==> src/rtl/axi_lite_pkg.sv <==
// Shared AXI4-Lite types and response codes used by the link and its endpoints.
package axi_lite_pkg;
  typedef logic [31:0] addr_t;
  typedef logic [31:0] data_t;
  typedef logic [3:0]  strb_t;
  typedef logic [1:0]  resp_t;

  localparam resp_t RESP_OKAY   = 2'b00;
  localparam resp_t RESP_SLVERR = 2'b10;
endpackage

==> src/rtl/axi_lite_if.sv <==
// AXI4-Lite link bundle: five channels with master and slave views.
interface axi_lite_if;
  import axi_lite_pkg::*;

  addr_t awaddr;
  logic  awvalid;
  logic  awready;
  data_t wdata;
  strb_t wstrb;
  logic  wvalid;
  logic  wready;
  logic  bvalid;
  logic  bready;
  resp_t bresp;
  addr_t araddr;
  logic  arvalid;
  logic  arready;
  logic  rvalid;
  logic  rready;
  data_t rdata;
  resp_t rresp;

  modport master (
    output awaddr, awvalid, wdata, wstrb, wvalid, bready, araddr, arvalid, rready,
    input  awready, wready, bvalid, bresp, arready, rvalid, rdata, rresp
  );

  modport slave (
    input  awaddr, awvalid, wdata, wstrb, wvalid, bready, araddr, arvalid, rready,
    output awready, wready, bvalid, bresp, arready, rvalid, rdata, rresp
  );
endinterface

==> src/rtl/axi_lite_slave_regs.sv <==
// AXI4-Lite slave register file: NUM_REGS byte-strobed 32-bit registers,
// SLVERR for accesses outside the register window.
module axi_lite_slave_regs
  import axi_lite_pkg::*;
#(
  parameter int unsigned NUM_REGS  = 8,
  parameter addr_t       BASE_ADDR = 32'h0000_0000
) (
  input  logic                   clk,
  input  logic                   rst,
  axi_lite_if.slave              s_axi_lite,
  output logic [NUM_REGS*32-1:0] reg_q,
  output logic [NUM_REGS-1:0]    reg_wr
);

  localparam int unsigned IDX_W = (NUM_REGS > 1) ? $clog2(NUM_REGS) : 1;
  localparam logic [32:0] SPAN  = 33'(NUM_REGS * 4);

  // 33-bit offset so addresses below BASE_ADDR wrap to a huge value and fail the compare.
  function automatic logic addr_in_range(input addr_t addr);
    logic [32:0] offset;
    offset = {1'b0, addr} - {1'b0, BASE_ADDR};
    return offset < SPAN;
  endfunction

  function automatic logic [IDX_W-1:0] addr_index(input addr_t addr);
    return IDX_W'((addr - BASE_ADDR) >> 2);
  endfunction

  function automatic data_t strobe_merge(input data_t old_word, input data_t new_word,
                                         input strb_t strb);
    data_t merged;
    for (int k = 0; k < 4; k++) begin
      merged[8*k +: 8] = strb[k] ? new_word[8*k +: 8] : old_word[8*k +: 8];
    end
    return merged;
  endfunction

  logic                aw_held_q, aw_held_d;
  addr_t               awaddr_q,  awaddr_d;
  logic                w_held_q,  w_held_d;
  data_t               wdata_q,   wdata_d;
  strb_t               wstrb_q,   wstrb_d;
  logic                bvalid_q,  bvalid_d;
  resp_t               bresp_q,   bresp_d;
  logic                rvalid_q,  rvalid_d;
  data_t               rdata_q,   rdata_d;
  resp_t               rresp_q,   rresp_d;
  logic [NUM_REGS-1:0] reg_wr_q,  reg_wr_d;
  data_t               regs_q [NUM_REGS];
  data_t               regs_d [NUM_REGS];

  logic                aw_hs_s, w_hs_s, ar_hs_s, commit_s, wr_ok_s, rd_ok_s;
  logic [IDX_W-1:0]    wr_idx_s, rd_idx_s;
  data_t               rd_word_s;

  assign s_axi_lite.awready = !aw_held_q && !bvalid_q && !rst;
  assign s_axi_lite.wready  = !w_held_q  && !bvalid_q && !rst;
  assign s_axi_lite.arready = !rvalid_q && !rst;
  assign s_axi_lite.bvalid  = bvalid_q;
  assign s_axi_lite.bresp   = bresp_q;
  assign s_axi_lite.rvalid  = rvalid_q;
  assign s_axi_lite.rdata   = rdata_q;
  assign s_axi_lite.rresp   = rresp_q;
  assign reg_wr             = reg_wr_q;

  for (genvar g = 0; g < NUM_REGS; g++) begin : g_flat
    assign reg_q[32*g +: 32] = regs_q[g];
  end

  assign aw_hs_s  = s_axi_lite.awvalid && s_axi_lite.awready;
  assign w_hs_s   = s_axi_lite.wvalid  && s_axi_lite.wready;
  assign ar_hs_s  = s_axi_lite.arvalid && s_axi_lite.arready;
  assign commit_s = aw_held_q && w_held_q;
  assign wr_ok_s  = addr_in_range(awaddr_q);
  assign wr_idx_s = addr_index(awaddr_q);
  assign rd_ok_s  = addr_in_range(s_axi_lite.araddr);
  assign rd_idx_s = addr_index(s_axi_lite.araddr);

  // Write path: collect AW and W independently, commit once both are held.
  always_comb begin
    aw_held_d = aw_held_q;
    awaddr_d  = awaddr_q;
    w_held_d  = w_held_q;
    wdata_d   = wdata_q;
    wstrb_d   = wstrb_q;
    bvalid_d  = bvalid_q;
    bresp_d   = bresp_q;
    regs_d    = regs_q;
    reg_wr_d  = '0;
    if (commit_s) begin
      aw_held_d = 1'b0;
      w_held_d  = 1'b0;
      bvalid_d  = 1'b1;
      if (wr_ok_s) begin
        bresp_d = RESP_OKAY;
        for (int i = 0; i < NUM_REGS; i++) begin
          if (wr_idx_s == IDX_W'(i)) begin
            regs_d[i]   = strobe_merge(regs_q[i], wdata_q, wstrb_q);
            reg_wr_d[i] = 1'b1;
          end else begin
            regs_d[i]   = regs_q[i];
          end
        end
      end else begin
        bresp_d = RESP_SLVERR;
      end
    end else begin
      if (aw_hs_s) begin
        aw_held_d = 1'b1;
        awaddr_d  = s_axi_lite.awaddr;
      end else begin
        aw_held_d = aw_held_q;
      end
      if (w_hs_s) begin
        w_held_d = 1'b1;
        wdata_d  = s_axi_lite.wdata;
        wstrb_d  = s_axi_lite.wstrb;
      end else begin
        w_held_d = w_held_q;
      end
      if (bvalid_q && s_axi_lite.bready) begin
        bvalid_d = 1'b0;
      end else begin
        bvalid_d = bvalid_q;
      end
    end
  end

  // Read path: sample the pre-commit register value on the AR handshake.
  always_comb begin
    rd_word_s = '0;
    for (int i = 0; i < NUM_REGS; i++) begin
      rd_word_s = (rd_idx_s == IDX_W'(i)) ? regs_q[i] : rd_word_s;
    end
    rvalid_d = rvalid_q;
    rdata_d  = rdata_q;
    rresp_d  = rresp_q;
    if (ar_hs_s) begin
      rvalid_d = 1'b1;
      if (rd_ok_s) begin
        rdata_d = rd_word_s;
        rresp_d = RESP_OKAY;
      end else begin
        rdata_d = '0;
        rresp_d = RESP_SLVERR;
      end
    end else if (rvalid_q && s_axi_lite.rready) begin
      rvalid_d = 1'b0;
    end else begin
      rvalid_d = rvalid_q;
    end
  end

  // State registers; reset drops any half-accepted write and pending responses.
  always_ff @(posedge clk) begin
    if (rst) begin
      aw_held_q <= 1'b0;
      awaddr_q  <= '0;
      w_held_q  <= 1'b0;
      wdata_q   <= '0;
      wstrb_q   <= '0;
      bvalid_q  <= 1'b0;
      bresp_q   <= RESP_OKAY;
      rvalid_q  <= 1'b0;
      rdata_q   <= '0;
      rresp_q   <= RESP_OKAY;
      reg_wr_q  <= '0;
      for (int i = 0; i < NUM_REGS; i++) begin
        regs_q[i] <= '0;
      end
    end else begin
      aw_held_q <= aw_held_d;
      awaddr_q  <= awaddr_d;
      w_held_q  <= w_held_d;
      wdata_q   <= wdata_d;
      wstrb_q   <= wstrb_d;
      bvalid_q  <= bvalid_d;
      bresp_q   <= bresp_d;
      rvalid_q  <= rvalid_d;
      rdata_q   <= rdata_d;
      rresp_q   <= rresp_d;
      reg_wr_q  <= reg_wr_d;
      regs_q    <= regs_d;
    end
  end

endmodule

==> src/flat_wrapper.sv <==
// flat-port wrapper written by rule: the top's interface ports become plain ports
module axi_lite_slave_regs_flat import axi_lite_pkg::*;
#(
  parameter int unsigned NUM_REGS  = 8,
  parameter addr_t       BASE_ADDR = 32'h0000_0000
)
  (clk, rst, reg_q, reg_wr, s_axi_lite_awaddr, s_axi_lite_awvalid, s_axi_lite_wdata, s_axi_lite_wstrb, s_axi_lite_wvalid, s_axi_lite_bready, s_axi_lite_araddr, s_axi_lite_arvalid, s_axi_lite_rready, s_axi_lite_awready, s_axi_lite_wready, s_axi_lite_bvalid, s_axi_lite_bresp, s_axi_lite_arready, s_axi_lite_rvalid, s_axi_lite_rdata, s_axi_lite_rresp);
  axi_lite_if s_axi_lite_i ();
  input  logic clk;
  input  logic rst;
  output logic [NUM_REGS*32-1:0] reg_q;
  output logic [NUM_REGS-1:0] reg_wr;
  input wire logic [$bits(s_axi_lite_i.awaddr)-1:0] s_axi_lite_awaddr;
  input wire logic [$bits(s_axi_lite_i.awvalid)-1:0] s_axi_lite_awvalid;
  input wire logic [$bits(s_axi_lite_i.wdata)-1:0] s_axi_lite_wdata;
  input wire logic [$bits(s_axi_lite_i.wstrb)-1:0] s_axi_lite_wstrb;
  input wire logic [$bits(s_axi_lite_i.wvalid)-1:0] s_axi_lite_wvalid;
  input wire logic [$bits(s_axi_lite_i.bready)-1:0] s_axi_lite_bready;
  input wire logic [$bits(s_axi_lite_i.araddr)-1:0] s_axi_lite_araddr;
  input wire logic [$bits(s_axi_lite_i.arvalid)-1:0] s_axi_lite_arvalid;
  input wire logic [$bits(s_axi_lite_i.rready)-1:0] s_axi_lite_rready;
  output wire logic [$bits(s_axi_lite_i.awready)-1:0] s_axi_lite_awready;
  output wire logic [$bits(s_axi_lite_i.wready)-1:0] s_axi_lite_wready;
  output wire logic [$bits(s_axi_lite_i.bvalid)-1:0] s_axi_lite_bvalid;
  output wire logic [$bits(s_axi_lite_i.bresp)-1:0] s_axi_lite_bresp;
  output wire logic [$bits(s_axi_lite_i.arready)-1:0] s_axi_lite_arready;
  output wire logic [$bits(s_axi_lite_i.rvalid)-1:0] s_axi_lite_rvalid;
  output wire logic [$bits(s_axi_lite_i.rdata)-1:0] s_axi_lite_rdata;
  output wire logic [$bits(s_axi_lite_i.rresp)-1:0] s_axi_lite_rresp;
  assign s_axi_lite_i.awaddr = s_axi_lite_awaddr;
  assign s_axi_lite_i.awvalid = s_axi_lite_awvalid;
  assign s_axi_lite_i.wdata = s_axi_lite_wdata;
  assign s_axi_lite_i.wstrb = s_axi_lite_wstrb;
  assign s_axi_lite_i.wvalid = s_axi_lite_wvalid;
  assign s_axi_lite_i.bready = s_axi_lite_bready;
  assign s_axi_lite_i.araddr = s_axi_lite_araddr;
  assign s_axi_lite_i.arvalid = s_axi_lite_arvalid;
  assign s_axi_lite_i.rready = s_axi_lite_rready;
  assign s_axi_lite_awready = s_axi_lite_i.awready;
  assign s_axi_lite_wready = s_axi_lite_i.wready;
  assign s_axi_lite_bvalid = s_axi_lite_i.bvalid;
  assign s_axi_lite_bresp = s_axi_lite_i.bresp;
  assign s_axi_lite_arready = s_axi_lite_i.arready;
  assign s_axi_lite_rvalid = s_axi_lite_i.rvalid;
  assign s_axi_lite_rdata = s_axi_lite_i.rdata;
  assign s_axi_lite_rresp = s_axi_lite_i.rresp;
  axi_lite_slave_regs #(.NUM_REGS(NUM_REGS), .BASE_ADDR(BASE_ADDR)) u_core (.clk(clk), .rst(rst), .s_axi_lite(s_axi_lite_i), .reg_q(reg_q), .reg_wr(reg_wr));
endmodule
==> config.mk <==
export PLATFORM = sky130hd
export DESIGN_NAME = axi_lite_slave_regs_flat
export DESIGN_NICKNAME = d
export VERILOG_FILES = /design/src/rtl/axi_lite_pkg.sv /design/src/rtl/axi_lite_if.sv /design/src/rtl/axi_lite_slave_regs.sv /design/src/flat_wrapper.sv
export SDC_FILE = /design/constraint.sdc
export NUM_CORES = 1
export LEC_CHECK = 0
export BUFFER_PORTS_ARGS = -buffer_cell sky130_fd_sc_hd__buf_4
export CAP_MARGIN = 20
export CELL_PAD_IN_SITES_DETAIL_PLACEMENT = 1
export CELL_PAD_IN_SITES_GLOBAL_PLACEMENT = 1
export CORE_MARGIN = 1
export CORE_UTILIZATION = 42
export CTS_BUF_LIST = sky130_fd_sc_hd__clkbuf_8
export DETAILED_ROUTE_END_ITERATION = 7
export GPL_ROUTABILITY_DRIVEN = 0
export GPL_TIMING_DRIVEN = 0
export PLACE_DENSITY_LB_ADDON = 0.1
export SETUP_SLACK_MARGIN = 0.15
export SLEW_MARGIN = 20
export SYNTH_ARGS = -nofsm -noshare
export SYNTH_HDL_FRONTEND = slang
export SYNTH_SLANG_ARGS = --single-unit
==> constraint.sdc <==
create_clock -name clk -period 2.4 [get_ports clk]
set_clock_uncertainty 0.1 [all_clocks]
set_input_delay 0.48 -clock clk [delete_from_list [all_inputs] [get_ports clk]]
set_output_delay 0.48 -clock clk [all_outputs]
set_load 0.02 [all_outputs]
== Yosys cells after proc, flatten, opt, wreduce, memory -nomap -nowiden ==
Index checks and enable logic that the tools add are counted.

* $lt $le $gt $ge: 2
* Eq/ne operators: 14
* Mux-type cells: 23
* Bitwise operators: 2
* Reductions and logical operators: 56

{| class="wikitable"
|+ Operators with widths
! kind !! count
|-
| $mux 32 || 9
|-
| $reduce_and 4->1 || 32
|-
| $lt 32x6->1 const B || 2
|-
| $eq 3x3->1 const B || 8
|-
| $eq 3x2->1 const B || 4
|-
| $mux 1 || 12
|-
| $logic_and 1x1->1 || 11
|-
| $eq 3x1->1 const B || 2
|-
| $logic_not 3->1 || 2
|-
| $logic_not 1->1 || 5
|-
| $mux 2 || 2
|-
| $reduce_and 2->1 || 2
|-
| $reduce_bool 2->1 || 2
|-
| $reduce_or 3->1 || 1
|-
| $not 1->1 || 2
|-
| $reduce_or 2->1 || 1
|}

* Bits in registers: 372
* Input port bits: 107
* Output and inout bits: 305
* Word-level logic and storage cells: 140

== Depth between registers and ports, before layout ==
* Depth after elaboration: 10
* Gate-level depth with buffers: 8

== Worst setup path after synthesis ==
No wires, ideal clock.

* Kind: input port to output port
* Start point: input port rst
* End point: output port s_axi_lite_arready
* Data arrival time: 1864 ps
* Path slack: -44 ps
* Stages: 6
* Cells stage by stage: clkbuf_1 clkbuf_1 clkbuf_1 clkbuf_1 clkbuf_1 nor2_1

* Longest elaborated chain between the ends: 2

{| class="wikitable"
|+ RTL lines
! element !! line !! text
|-
| start: declaration || flat_wrapper.sv:10 || <nowiki>input logic rst;</nowiki>
|-
| $logic_not 1->1 || axi_lite_slave_regs.sv:59 || <nowiki>assign s_axi_lite.arready = !rvalid_q && !rst;</nowiki>
|-
| $logic_and 1x1->1 || axi_lite_slave_regs.sv:59 ||
|-
| end: declaration || flat_wrapper.sv:26 || <nowiki>output wire logic [$bits(s_axi_lite_i.arready)-1:0] s_axi_lite_arready;</nowiki>
|}

Every way passes these cells.

== Final worst setup path ==
* Start point: register u_core.awaddr_q[17]
* End point: register u_core.regs_q (netlist bit u_core.reg_q[19])

* Longest elaborated chain between the ends: 2

{| class="wikitable"
|+ RTL lines
! element !! line !! text
|-
| start: declaration || axi_lite_slave_regs.sv:40 || <nowiki>addr_t awaddr_q, awaddr_d;</nowiki>
|-
| start signal: assignment || axi_lite_slave_regs.sv:174 || <nowiki>awaddr_q <= awaddr_d;</nowiki>
|-
| $lt 32x6->1 || axi_lite_slave_regs.sv:23 || <nowiki>return offset < SPAN;</nowiki>
|-
| $reduce_and 4->1 (no source line) || - ||
|-
| end signal: assignment || axi_lite_slave_regs.sv:184 || <nowiki>regs_q <= regs_d;</nowiki>
|-
| end: declaration || axi_lite_slave_regs.sv:50 || <nowiki>data_t regs_q [NUM_REGS];</nowiki>
|}

Every way passes these cells.
A chain may end at the register's enable or synchronous reset.

==> flow_metrics.tcl <==
set metrics [dict create \
    outcome "complete, but fails checks" \
    failed_checks "negative setup slack" \
    synth_most_common_cell "dfxtp_1" \
    synth_top_area_share_pct 45.2 \
    vias 15053 \
    firstDrtPassIters 4 \
    cts_tree "done" \
    die_h_um 199 \
    r2r_cells 8 \
    clkLatencyLatePin_ns 0.67 \
    drt_iter0_drc 711 \
    io_buffer_count 403 \
    drv_cap 0 \
    totalWireLength_um 71800 \
    power_density_mw_per_mm2 580 \
    switchingPower_mw 3.51 \
    clock-sinks 368 \
    ys.flop_type "dfxtp_1" \
    peakVddDrop_mv 0.394 \
    leakage_nw 11.1 \
    path_clk_slew_ns 0.07 \
    drv_slew 0 \
    dp.cells 2496 \
    busiest_layer "met2" \
    worstSetupPathType "register to register" \
    pwr-share-seq_pct 47.0 \
    yosysSeqAreaShare_pct 45.2 \
    synth_edf_count 0 \
    place_ws_ns -1.48 \
    hpwl_um 50300 \
    fin_setup_tns_ns -0.0109 \
    yosysUniqueCellTypes 36 \
    min_period_ns 2.41 \
    cts_max_path_buffers 3 \
    grt_max_degree 16 \
    critical_path_arrival_ns 2.82 \
    final_antenna_net_count 0 \
    setup_viol 3 \
    final_util_pct 59.9 \
    drcViolationCount 0 \
    async_reset_ff_share_pct 0 \
    root_buffer "clkbuf_8" \
    max_slew_margin_pct 29.3 \
    use_met1_pct 44.7 \
    timing.final.crit_share_pct 100 \
    worst_pin_slew_ns 1.06 \
    synth-seq-cells 368 \
    critPathMaxFanout 8 \
    grt_use_met3_pct 7.34 \
    crit_required_ns 2.81 \
    netlist_instances 1581 \
    yosysTopAreaCell "dfxtp_1" \
    die_area_mm2 0.0396 \
    vias_per_cell 5.55 \
    p_sw_share_pct 26.6 \
    start_kind "register" \
    antenna_found_initial 5 \
    endpoint_kind "register" \
    p_int_mw 9.69 \
    grt_pass1_vias 15843 \
    start_util_pct 42.9 \
    yosysWarnings 0 \
    syn_avg_cell_area_um2 10.3 \
    fmax_mhz 416 \
    worstHoldPathCells 3 \
    pin_count 412 \
    n_fill_cell 4229 \
    grt_setup_unrepaired "true" \
    hold_path.class "input port to register" \
    clock_power_share_pct 43.1 \
    nNetsFinal 2256 \
    h-tree-depth 2 \
    hold_violations 0 \
    synth_area_mm2 0.0163 \
    synthTopCellsByArea "dfxtp_1 (45%), mux2i_1 (17%), nand2b_1 (11%), mux2_2 (4.0%), nand2_1 (3.8%)" \
    pwr-share-comb_pct 9.9 \
    grt_pass1_wl_um 103000 \
    post_drt_wl_per_cell_um 26.5 \
    overflow 0 \
    met2_usage_pct 59.9 \
    syn_to_final_growth_pct 39.6 \
    multi_input_area_mm2 0.00845 \
    core_area_mm2 0.0379 \
    seqCellArea_mm2 0.00737 \
    grtUsageTotal_pct 35.9 \
    synth_common_cells "dfxtp_1 (368), nand2b_1 (295), mux2i_1 (282), nand2_1 (163), clkbuf_1 (79)" \
    core.rowCount 71 \
    cts_inserted_buffers 61 \
    die_w_um 199 \
    drive_above_1_share_pct 31.6 \
    finalNonFillerCells 2710 \
    finalHoldWorstSlack_ns 0.0250 \
    layout_setup_ws_ns -0.00581 \
]
## what timing repair did
item / 4_1_cts / 5_1_grt
hold endpoints to repair: 64 / 0
setup endpoints to repair: 367 / 312
hold buffers: 64 / 0
gates cloned: 3 / 0
setup buffers: 32 / 2
gates resized for setup: 50 / 44
pin swaps: 3 / 5
## sequential cells by signal, summed over array words and instances, names as in the netlist
| register | cells |
|---|---|
| u_core.s_axi_lite.rdata | 32 |
| u_core.aw_held_q | 1 |
| u_core.wstrb_q | 4 |
| u_core.w_held_q | 1 |
| u_core.awaddr_q | 30 |
| u_core.reg_q | 256 |
| u_core.s_axi_lite.bresp | 1 |
| u_core.s_axi_lite.rresp | 1 |
| u_core.wdata_q | 32 |
| u_core.s_axi_lite.bvalid | 1 |
| u_core.s_axi_lite.rvalid | 1 |
| u_core.reg_wr | 8 |
## per-layer routing
metal | wire [um] | part of all wire, %
met1 | 29700 | 41
met2 | 33800 | 47
met3 | 5060 | 7.0
met4 | 3310 | 4.6
met5 | 0 | 0
## power groups by stage
stage / combinational (mW) / clock [mW] / sequential [mW]
floorplan: 0.625 / 0 / 6.33
global placement: 1.09 / 0 / 6.34
detailed placement: 1.12 / 0 / 6.34
CTS: 1.25 / 5.74 / 6.21
global route: 1.35 / 6.02 / 6.21
finish: 1.30 / 5.69 / 6.21
## critical path, stage by stage, from the launching register on
cell,delay (ns)
dfxtp_2,0.32
or4_4,0.54
nor4_4,0.31
buf_6,0.24
buf_12,0.15
buf_16,0.14
nand4_4,0.15
buf_12,0.21
mux2i_1,0.11
## final cells by class
cell class,instances,area share [%]
Multi-Input combinational cell,1074,37.2
Sequential cell,368,32.4
Timing Repair Buffer,504,19.0
Clock buffer,82,4.96
Buffer,138,3.07
Tap cell,511,2.81
Clock inverter,29,0.534
Inverter,2,0.0330
Antenna cell,2,0.0220
## through the flow
| step | area, um^2 | power (mW) |
|---|---|---|
| final | 22700 | 13.2 |
| after detailed placement | 20000 | 7.46 |
| after CTS | 22600 | 13.2 |
| after floorplan | 16300 | 6.96 |
| after global routing | 22700 | 13.6 |
| after global placement | 20000 | 7.43 |
## cell usage in the layout (no fill, tap or decap), types with 3 or more instances in the layout
| master | Yosys | layout |
|---|---|---|
| nand2b_1 | 295 | 295 |
| nor2_1 | 18 | 14 |
| buf_1 | 41 | 39 |
| mux2i_1 | 282 | 280 |
| a22oi_1 | 26 | 26 |
| nor4_1 | 15 | 11 |
| dfxtp_1 | 368 | 366 |
| a21oi_1 | 70 | 70 |
| clkinv_2 | 0 | 6 |
| buf_16 | 0 | 3 |
| buf_4 | 5 | 410 |
| buf_8 | 0 | 3 |
| buf_12 | 3 | 25 |
| buf_2 | 9 | 7 |
| dlygate4sd3_1 | 0 | 64 |
| nor4_2 | 1 | 3 |
| a32o_1 | 26 | 26 |
| o22ai_1 | 52 | 52 |
| clkbuf_2 | 0 | 18 |
| a22o_1 | 6 | 6 |
| nand4_4 | 27 | 32 |
| nand2_1 | 163 | 162 |
| buf_6 | 1 | 13 |
| inv_1 | 1 | 23 |
| clkbuf_1 | 79 | 56 |
| mux2_2 | 58 | 58 |
| mux4_2 | 12 | 12 |
| clkbuf_8 | 0 | 83 |
## final timing paths
path / start / to / slack [ns]
max: u_core.awaddr_q[17] / u_core.reg_q[19] / -0.006
min: s_axi_lite_awaddr[20] / u_core.awaddr_q[20] / 0.03
max reg2reg: u_core.awaddr_q[17] / u_core.reg_q[19] / -0.006
min reg2reg: u_core.awaddr_q[27] / u_core.awaddr_q[27] / 0.36
## kinds of logic after synthesis
family / count (synthesis) / share of synthesized area, %
AND/OR/NAND/NOR: 538 / 20.6
flip-flops: 368 / 45.2
multiplexers: 352 / 23.0
AO/OA/AOI/OAI: 182 / 7.36
buffers and inverters: 140 / 3.76
other: 1 / 0.0230
Note: power is estimated with default switching activity, not from simulation.
